## config.mk

```make
export PLATFORM = sky130hd
export DESIGN_NAME = instr_fetch_unit
export DESIGN_NICKNAME = d
export VERILOG_FILES = /design/src/rtl/instr_fetch_unit.sv
export SDC_FILE = /design/constraint.sdc
export NUM_CORES = 1
export LEC_CHECK = 0
export CAP_MARGIN = 20
export CELL_PAD_IN_SITES_DETAIL_PLACEMENT = 1
export CELL_PAD_IN_SITES_GLOBAL_PLACEMENT = 1
export CORE_MARGIN = 2
export CORE_UTILIZATION = 30
export CTS_CLUSTER_SIZE = 25
export DETAILED_ROUTE_END_ITERATION = 10
export GPL_ROUTABILITY_DRIVEN = 0
export PLACE_DENSITY = 0.7
export SYNTH_ARGS = -nofsm -noshare
export SYNTH_HDL_FRONTEND = slang
export SYNTH_SLANG_ARGS = --single-unit
```

## constraint.sdc

```tcl
create_clock -name clk -period 5 [get_ports clk]
set_input_delay 0.75 -clock clk [delete_from_list [all_inputs] [get_ports clk]]
set_output_delay 0.75 -clock clk [all_outputs]
set_load 0.01 [all_outputs]
```

## src/rtl/instr_fetch_unit.sv

```systemverilog
// Fetch stage: holds the PC, issues one-outstanding imem requests, latches the word into IR for decode.
// Latency: request accepted in cycle N, response in N+k -> if_valid in N+k+1; no overlap (best case 1 instr / 3 cycles).
// Backpressure: IR held stable while if_ready is low; IF_PERF_CNT_EN adds fetch/stall performance counters.
module instr_fetch_unit #(
    parameter int unsigned    XLEN     = 32,
    parameter logic [XLEN-1:0] RESET_PC = '0
) (
    input  logic            clk,
    input  logic            rst_n,
    output logic            imem_req_valid,
    input  logic            imem_req_ready,
    output logic [XLEN-1:0] imem_addr,
    input  logic            imem_rsp_valid,
    input  logic [XLEN-1:0] imem_rsp_data,
    output logic            if_valid,
    input  logic            if_ready,
    output logic [XLEN-1:0] if_pc,
    output logic [XLEN-1:0] if_instr,
    output logic [6:0]      if_opcode,
    input  logic            redirect_valid,
    input  logic [XLEN-1:0] redirect_target
`ifdef IF_PERF_CNT_EN
    ,
    output logic [31:0]     perf_fetch_cnt,
    output logic [31:0]     perf_stall_cnt
`endif
);

    typedef enum logic [1:0] {
        BOOT = 2'd0,
        REQ  = 2'd1,
        WAIT = 2'd2,
        HOLD = 2'd3
    } fetchState_t;

    fetchState_t     state;
    logic [XLEN-1:0] pc;
    logic            kill;
    logic            reqValidQ;
    logic            ifValidQ;
    logic [XLEN-1:0] ifPcQ;
    logic [XLEN-1:0] irQ;
    logic [XLEN-1:0] redirectPc;
    logic            unusedTargetBits;

    assign redirectPc       = {redirect_target[XLEN-1:2], 2'b00};
    assign unusedTargetBits = ^redirect_target[1:0];

    assign imem_req_valid = reqValidQ;
    assign imem_addr      = pc;
    assign if_valid       = ifValidQ;
    assign if_pc          = ifPcQ;
    assign if_instr       = irQ;
    assign if_opcode      = irQ[6:0];

    // Redirect wins over every other event; kill marks the in-flight word as stale.
    always_ff @(posedge clk or negedge rst_n) begin
        if (!rst_n) begin
            state     <= BOOT;
            pc        <= RESET_PC;
            kill      <= 1'b0;
            reqValidQ <= 1'b0;
            ifValidQ  <= 1'b0;
            ifPcQ     <= RESET_PC;
            irQ       <= '0;
        end else begin
            case (state)
                BOOT: begin
                    if (redirect_valid) pc <= redirectPc;
                    state     <= REQ;
                    reqValidQ <= 1'b1;
                end
                REQ: begin
                    if (redirect_valid) pc <= redirectPc;
                    if (imem_req_ready) begin
                        state     <= WAIT;
                        reqValidQ <= 1'b0;
                        kill      <= redirect_valid;
                    end
                end
                WAIT: begin
                    if (redirect_valid) begin
                        pc <= redirectPc;
                        if (imem_rsp_valid) begin
                            kill      <= 1'b0;
                            state     <= REQ;
                            reqValidQ <= 1'b1;
                        end else begin
                            kill <= 1'b1;
                        end
                    end else if (imem_rsp_valid) begin
                        if (kill) begin
                            kill      <= 1'b0;
                            state     <= REQ;
                            reqValidQ <= 1'b1;
                        end else begin
                            irQ      <= imem_rsp_data;
                            ifPcQ    <= pc;
                            ifValidQ <= 1'b1;
                            state    <= HOLD;
                        end
                    end
                end
                HOLD: begin
                    if (redirect_valid) begin
                        ifValidQ  <= 1'b0;
                        pc        <= redirectPc;
                        state     <= REQ;
                        reqValidQ <= 1'b1;
                    end else if (if_ready) begin
                        ifValidQ  <= 1'b0;
                        pc        <= pc + XLEN'(4);
                        state     <= REQ;
                        reqValidQ <= 1'b1;
                    end
                end
                default: begin
                    state     <= BOOT;
                    reqValidQ <= 1'b0;
                end
            endcase
        end
    end

`ifdef IF_PERF_CNT_EN
    always_ff @(posedge clk or negedge rst_n) begin
        if (!rst_n) begin
            perf_fetch_cnt <= '0;
            perf_stall_cnt <= '0;
        end else begin
            if (ifValidQ && if_ready)  perf_fetch_cnt <= perf_fetch_cnt + 32'd1;
            if (ifValidQ && !if_ready) perf_stall_cnt <= perf_stall_cnt + 32'd1;
        end
    end
`else
    // Counters compiled out: no extra ports or state.
`endif

endmodule

```

==> results of run 1 <==
## worst paths after layout
check	from	end	slack (ns)	cells past startpoint
max in group asynchronous	rst_n	if_instr[26]	3.47	2
min in group clk	if_instr[10]	if_instr[10]	0.51	1
min	rst_n	if_pc[4]	0.41	1
max reg2reg	state[0]	if_instr[26]	2.30	6
max	redirect_valid	if_instr[26]	2.05	4
min reg2reg	if_instr[10]	if_instr[10]	0.51	1
## flip-flops by register name, indices dropped and copies added, names as in the netlist
name,flops
if_instr,32
if_pc,30
if_valid,1
imem_addr,30
imem_req_valid,1
kill,1
state,2
## final cells by class
type / instances / area share (%)
Sequential cell: 97 / 35.6
Multi-Input combinational cell: 294 / 30.4
Timing Repair Buffer: 173 / 25.6
Tap cell: 211 / 3.87
Clock buffer: 9 / 3.30
Clock inverter: 7 / 1.05
Inverter: 4 / 0.220
## where the power goes
group          switching (mW)  internal, mW  leakage, nW  total (mW)
combinational           0.667         0.967         1.40        1.63
sequential              0.305          1.12         1.20        1.42
clock                   0.312         0.387        0.137       0.699
total                    1.28          2.47         2.74        3.76
## kinds of logic (layout without fill, tap and decap cells)
| logic type | after synthesis | after routing | share of synthesized area, % |
|---|---|---|---|
| adders and majority gates | 5 | 5 | 1.33 |
| DFF | 97 | 97 | 51.6 |
| AOI/OAI and AO/OA | 86 | 86 | 11.6 |
| muxes | 65 | 65 | 15.5 |
| other | 1 | 4 | 0.0796 |
| buffers and inverters | 38 | 193 | 5.05 |
| and+or+nand+nor | 134 | 134 | 14.9 |
## cells in the mapped netlist, drive strengths merged, types with 2 or more instances
library cell	instances
a21oi	28
nand2b	3
ha	5
nor2	29
o21ai	17
nand3	24
or3	3
a31oi	10
mux2	62
o22a	12
or4	2
and3	6
o22ai	2
mux2i	3
buf	20
clkbuf	14
inv	4
o32ai	2
nand2	29
a311oi	2
nand4	9
nand3b	3
nor3	12
or2	2
dfrtp	97
a41oi	3
nor4	7
## critical path, cell delays in order
cell and delay (ns):
clkdlybuf4s50_1 0.60, nor3_1 0.56, and2_4 0.81, mux2_2 0.42
## metal layers
metal / track usage, % / wire [um]
met5: 0 / 0
met4: 5.95 / 181
met1: 22.6 / 6400
met3: 3.43 / 851
met2: 28.5 / 6840
==> results_dict.tcl, run 1 <==
set metrics [dict create \
    status "completed" \
    power-per-cell-area_nw_per_um2 550 \
    first_global_vias 4254 \
    irDropWorstVdd_v 0.000210 \
    stdcell_area_um2 6820 \
    final.setup.worst_slack_ns 2.05 \
    vias_per_cell 5.05 \
    finalMaxSlewViolations 0 \
    fmax_mhz 339 \
    clock-sinks 97 \
    clk_pin_slew_worst_paths_ns 0.07 \
    dp_hpwl_um 10100 \
    wl_per_cell_um 18.0 \
    drtAntennaViolNets 0 \
    cp.arrival_ns 3.17 \
    syn_avg_cell_area_um2 11.1 \
    first_pass_iters 6 \
    initial_core_util_pct 30.9 \
    fin_crit_sh_pct 58.9 \
    antenna_found_initial 0 \
    synth_edf_count 0 \
    wl_um 14300 \
    setup_viol 0 \
    pre_cts_ws_ns 1.70 \
    track_usage_pct 17.3 \
    synth.distinct_cells 52 \
    final_util_pct 44.7 \
    p_leak_nw 2.74 \
    rows 45 \
    nets 654 \
    layout_commonest_cell "clkdlybuf4s50_1" \
    critPathRequiredTime_ns 5.22 \
    grt_start_max_net_pins 63 \
    multi_input_area_um2 2080 \
    drv_cap 0 \
    fp.dieArea_um2 16700 \
    critPathKind "in -> reg" \
    hold_viol_final 0 \
    area_delta_synth_final_pct 44.9 \
    num-fill-cells 1655 \
    cts_tree "built" \
    rsz0062_at_grt "no" \
    die_x_um 129 \
    numCtsBuffers 9 \
    area.sequential_um2 2430 \
    crit_fanout 62 \
    power_mw 3.76 \
    placed_area_um2 6480 \
    cts_resized 0 \
    yosys_warnings 0 \
    clockRootBuffer "clkbuf_16" \
    core-area_um2 15300 \
    htree_levels 3 \
    drive_above_1_share_pct 16.6 \
    n_antenna_cell 0 \
    synth_ff_type "dfrtp_1" \
    drc_errors 0 \
    place_inst 777 \
    yosys-top-cells-area "dfrtp_1 (52%), mux2_2 (15%), a21oi_1 (3.0%)" \
    gr-total-overflow 0 \
    die_h_um 129 \
    postSynthCellCount 426 \
    whs_ns 0.410 \
    clock_latency_ns 0.34 \
    ys_ff_latch 97 \
    synthesis.area_um2 4710 \
    layoutNonFillerInstCount 795 \
    io_buffers 168 \
    worstHoldPathType "in -> async" \
    synth_area_leader_cell "dfrtp_1" \
    drt_iter0_drc 161 \
    postCtsSetupBuffers 0 \
    cts_buffer_depth 2 \
    synthArstFlopShare_pct 100 \
    synth_top_cell_area_share_pct 51.6 \
    fin_skew_ns 0.00666 \
    finalCriticalPeriod_ns 2.95 \
    start_kind "input port" \
    worst_pin_slew_ns 1.03 \
    end_kind "flop" \
    relSlewSlack_pct 31.0 \
    dr_total_vias 4015 \
    seq_area_frac_synth_pct 51.6 \
    cts_hold_buffers 0 \
    io-pin-count 175 \
    setup_tns_ns 0 \
    grt_pass1_wl_um 22600 \
    final_cell_mix "clkdlybuf4s50_1 (167), dfrtp_1 (97), mux2_2 (62), nand2_1 (29), nor2_1 (29)" \
]
Power figures use the tool's default switching activity.
==> run 2: changes to the inputs <==
==> constraint.sdc (replaced) <==
create_clock -name clk -period 2.81 [get_ports clk]
set_input_delay 0.4215 -clock clk [delete_from_list [all_inputs] [get_ports clk]]
set_output_delay 0.4215 -clock clk [all_outputs]
set_load 0.01 [all_outputs]
==> run 2 against run 1 <==
Against the previous run:
- register-to-register slack lost 1.7 ns
- setup slack lost 1.5 ns
- global-route usage grew 0.64 points
- clock skew grew 0.0030 ns
- via count grew 2.9%
- cell area grew 1.2%
- largest cell class unchanged
==> results_dict.tcl, run 2 (synthesis gave the netlist of run 1 again) <==
set metrics [dict create \
    status "completed" \
    final_cell_mix "clkdlybuf4s50_1 (167), dfrtp_1 (97), mux2_2 (62), nand2_1 (29), nor2_1 (29)" \
    first_global_vias 4399 \
    io_buffers 168 \
    critPathRequiredTime_ns 3.09 \
    finalCriticalPeriod_ns 2.25 \
    crit_start "imem_addr[5]" \
    postCtsSetupBuffers 0 \
    p_leak_nw 2.80 \
    cts_buffer_depth 2 \
    htree_levels 3 \
    start_kind "flop" \
    initial_core_util_pct 30.9 \
    irDropWorstVdd_v 0.000349 \
    finalMaxSlewViolations 0 \
    cts_tree "built" \
    core-area_um2 15300 \
    grt_start_max_net_pins 53 \
    rsz0062_at_grt "no" \
    io-pin-count 175 \
    drt_iter0_drc 221 \
    clockRootBuffer "clkbuf_16" \
    setup_viol 0 \
    drc_errors 0 \
    cpMaxStageDelayCell "nor4_1" \
    dr_total_vias 4132 \
    clk_pin_slew_worst_paths_ns 0.06 \
    whs_ns 0.105 \
    area_delta_synth_final_pct 46.7 \
    fin_skew_ns 0.00969 \
    slowest_delay_ns 0.64 \
    reg2reg_slack_ns 0.56 \
    vias_per_cell 5.13 \
    die_x_um 129 \
    fmax_mhz 445 \
    grt_use_met1_pct 22.7 \
    die_h_um 129 \
    largest_register_ffs 32 \
    n_antenna_cell 0 \
    nets 664 \
    first_pass_iters 4 \
    gr-total-overflow 0 \
    placed_area_um2 6610 \
    r2r_end "imem_addr[31]" \
    cp.arrival_ns 2.52 \
    worstHoldPathType "in -> async" \
    crit_chain "nand4_4, nor4_1, nand4_1, or4_1, nand3b_1" \
    cts_resized 0 \
    numCtsBuffers 9 \
    fin_crit_sh_pct 79.9 \
    antenna_found_initial 0 \
    r2r_cells 5 \
    grtUsageMet3_pct 3.55 \
    setup_tns_ns 0 \
    grt-busiest-layer "met2" \
    hold_viol_final 0 \
    layout_commonest_cell "clkdlybuf4s50_1" \
    dp_hpwl_um 10800 \
    clock-sinks 97 \
    clock_latency_ns 0.35 \
    wl_um 14600 \
    track_usage_pct 17.9 \
    regToRegStartpoint "imem_addr[5]" \
    wl_per_cell_um 18.1 \
    met2_usage_pct 30.7 \
    rows 45 \
    crit_path_end "imem_addr[31]" \
    grt_pass1_wl_um 23400 \
    relSlewSlack_pct 56.3 \
    drv_cap 0 \
    cts_hold_buffers 0 \
    fp.dieArea_um2 16700 \
    stdcell_area_um2 6910 \
    end_kind "flop" \
    worst_pin_slew_ns 0.656 \
    power-per-cell-area_nw_per_um2 971 \
    drtAntennaViolNets 0 \
    crit_fanout 9 \
    critPathKind "reg -> reg" \
    drive_above_1_share_pct 18.0 \
]
[run 2: critical path: cells and delay by family, from the launching register on]
kind | cells | cell delay [ns]
simple gates | 5 | 1.63
flops | 1 | 0.54
[run 2: worst min-delay path by stage]
stage / end / slack, ns / cells after the start / startpoint
after floorplan: if_instr[0] / 0.13 / 0 / rst_n
after global placement: if_instr[30] / 0.49 / 1 / rst_n
after detailed placement: if_pc[16] / 0.49 / 1 / if_pc[16]
after CTS: imem_req_valid / 0.13 / 1 / rst_n
after global routing: imem_addr[8] / 0.15 / 1 / rst_n
final: if_instr[30] / 0.11 / 1 / rst_n
[run 2: where the power goes]
| group | leakage (nW) | internal, mW | total, mW | switching [mW] |
|---|---|---|---|---|
| clock | 0.146 | 0.690 | 1.24 | 0.545 |
| sequential | 1.20 | 1.99 | 2.53 | 0.537 |
| combinational | 1.45 | 1.74 | 2.94 | 1.20 |
[run 2: final cells by class]
| class | instances | area (um2) |
|---|---|---|
| Timing Repair Buffer | 183 | 1830 |
| Inverter | 4 | 15.0 |
| Multi-Input combinational cell | 294 | 2080 |
| Tap cell | 211 | 264 |
| Fill cell | 1651 | 8350 |
| Sequential cell | 97 | 2430 |
| Clock buffer | 9 | 225 |
| Clock inverter | 7 | 70.1 |
[run 2: metal layers]
layer	routed length [um]	vias up
met3	964	17
li1	-	1887
met5	0	-
met2	7210	147
met4	212	0
met1	6190	2081
[run 2: through the flow]
stage | power (mW) | util [%] | setup slack [ns] | instances
finish | 6.70 | 45.3 | 0.564 | 805
floorplan | 3.80 | - | 0.689 | 429
global route | 7.14 | 45.3 | 0.366 | 805
CTS | 6.80 | 45.3 | 0.544 | 805
global placement | 5.40 | 43.3 | 0.470 | 789
detailed placement | 5.53 | 43.3 | 0.339 | 789
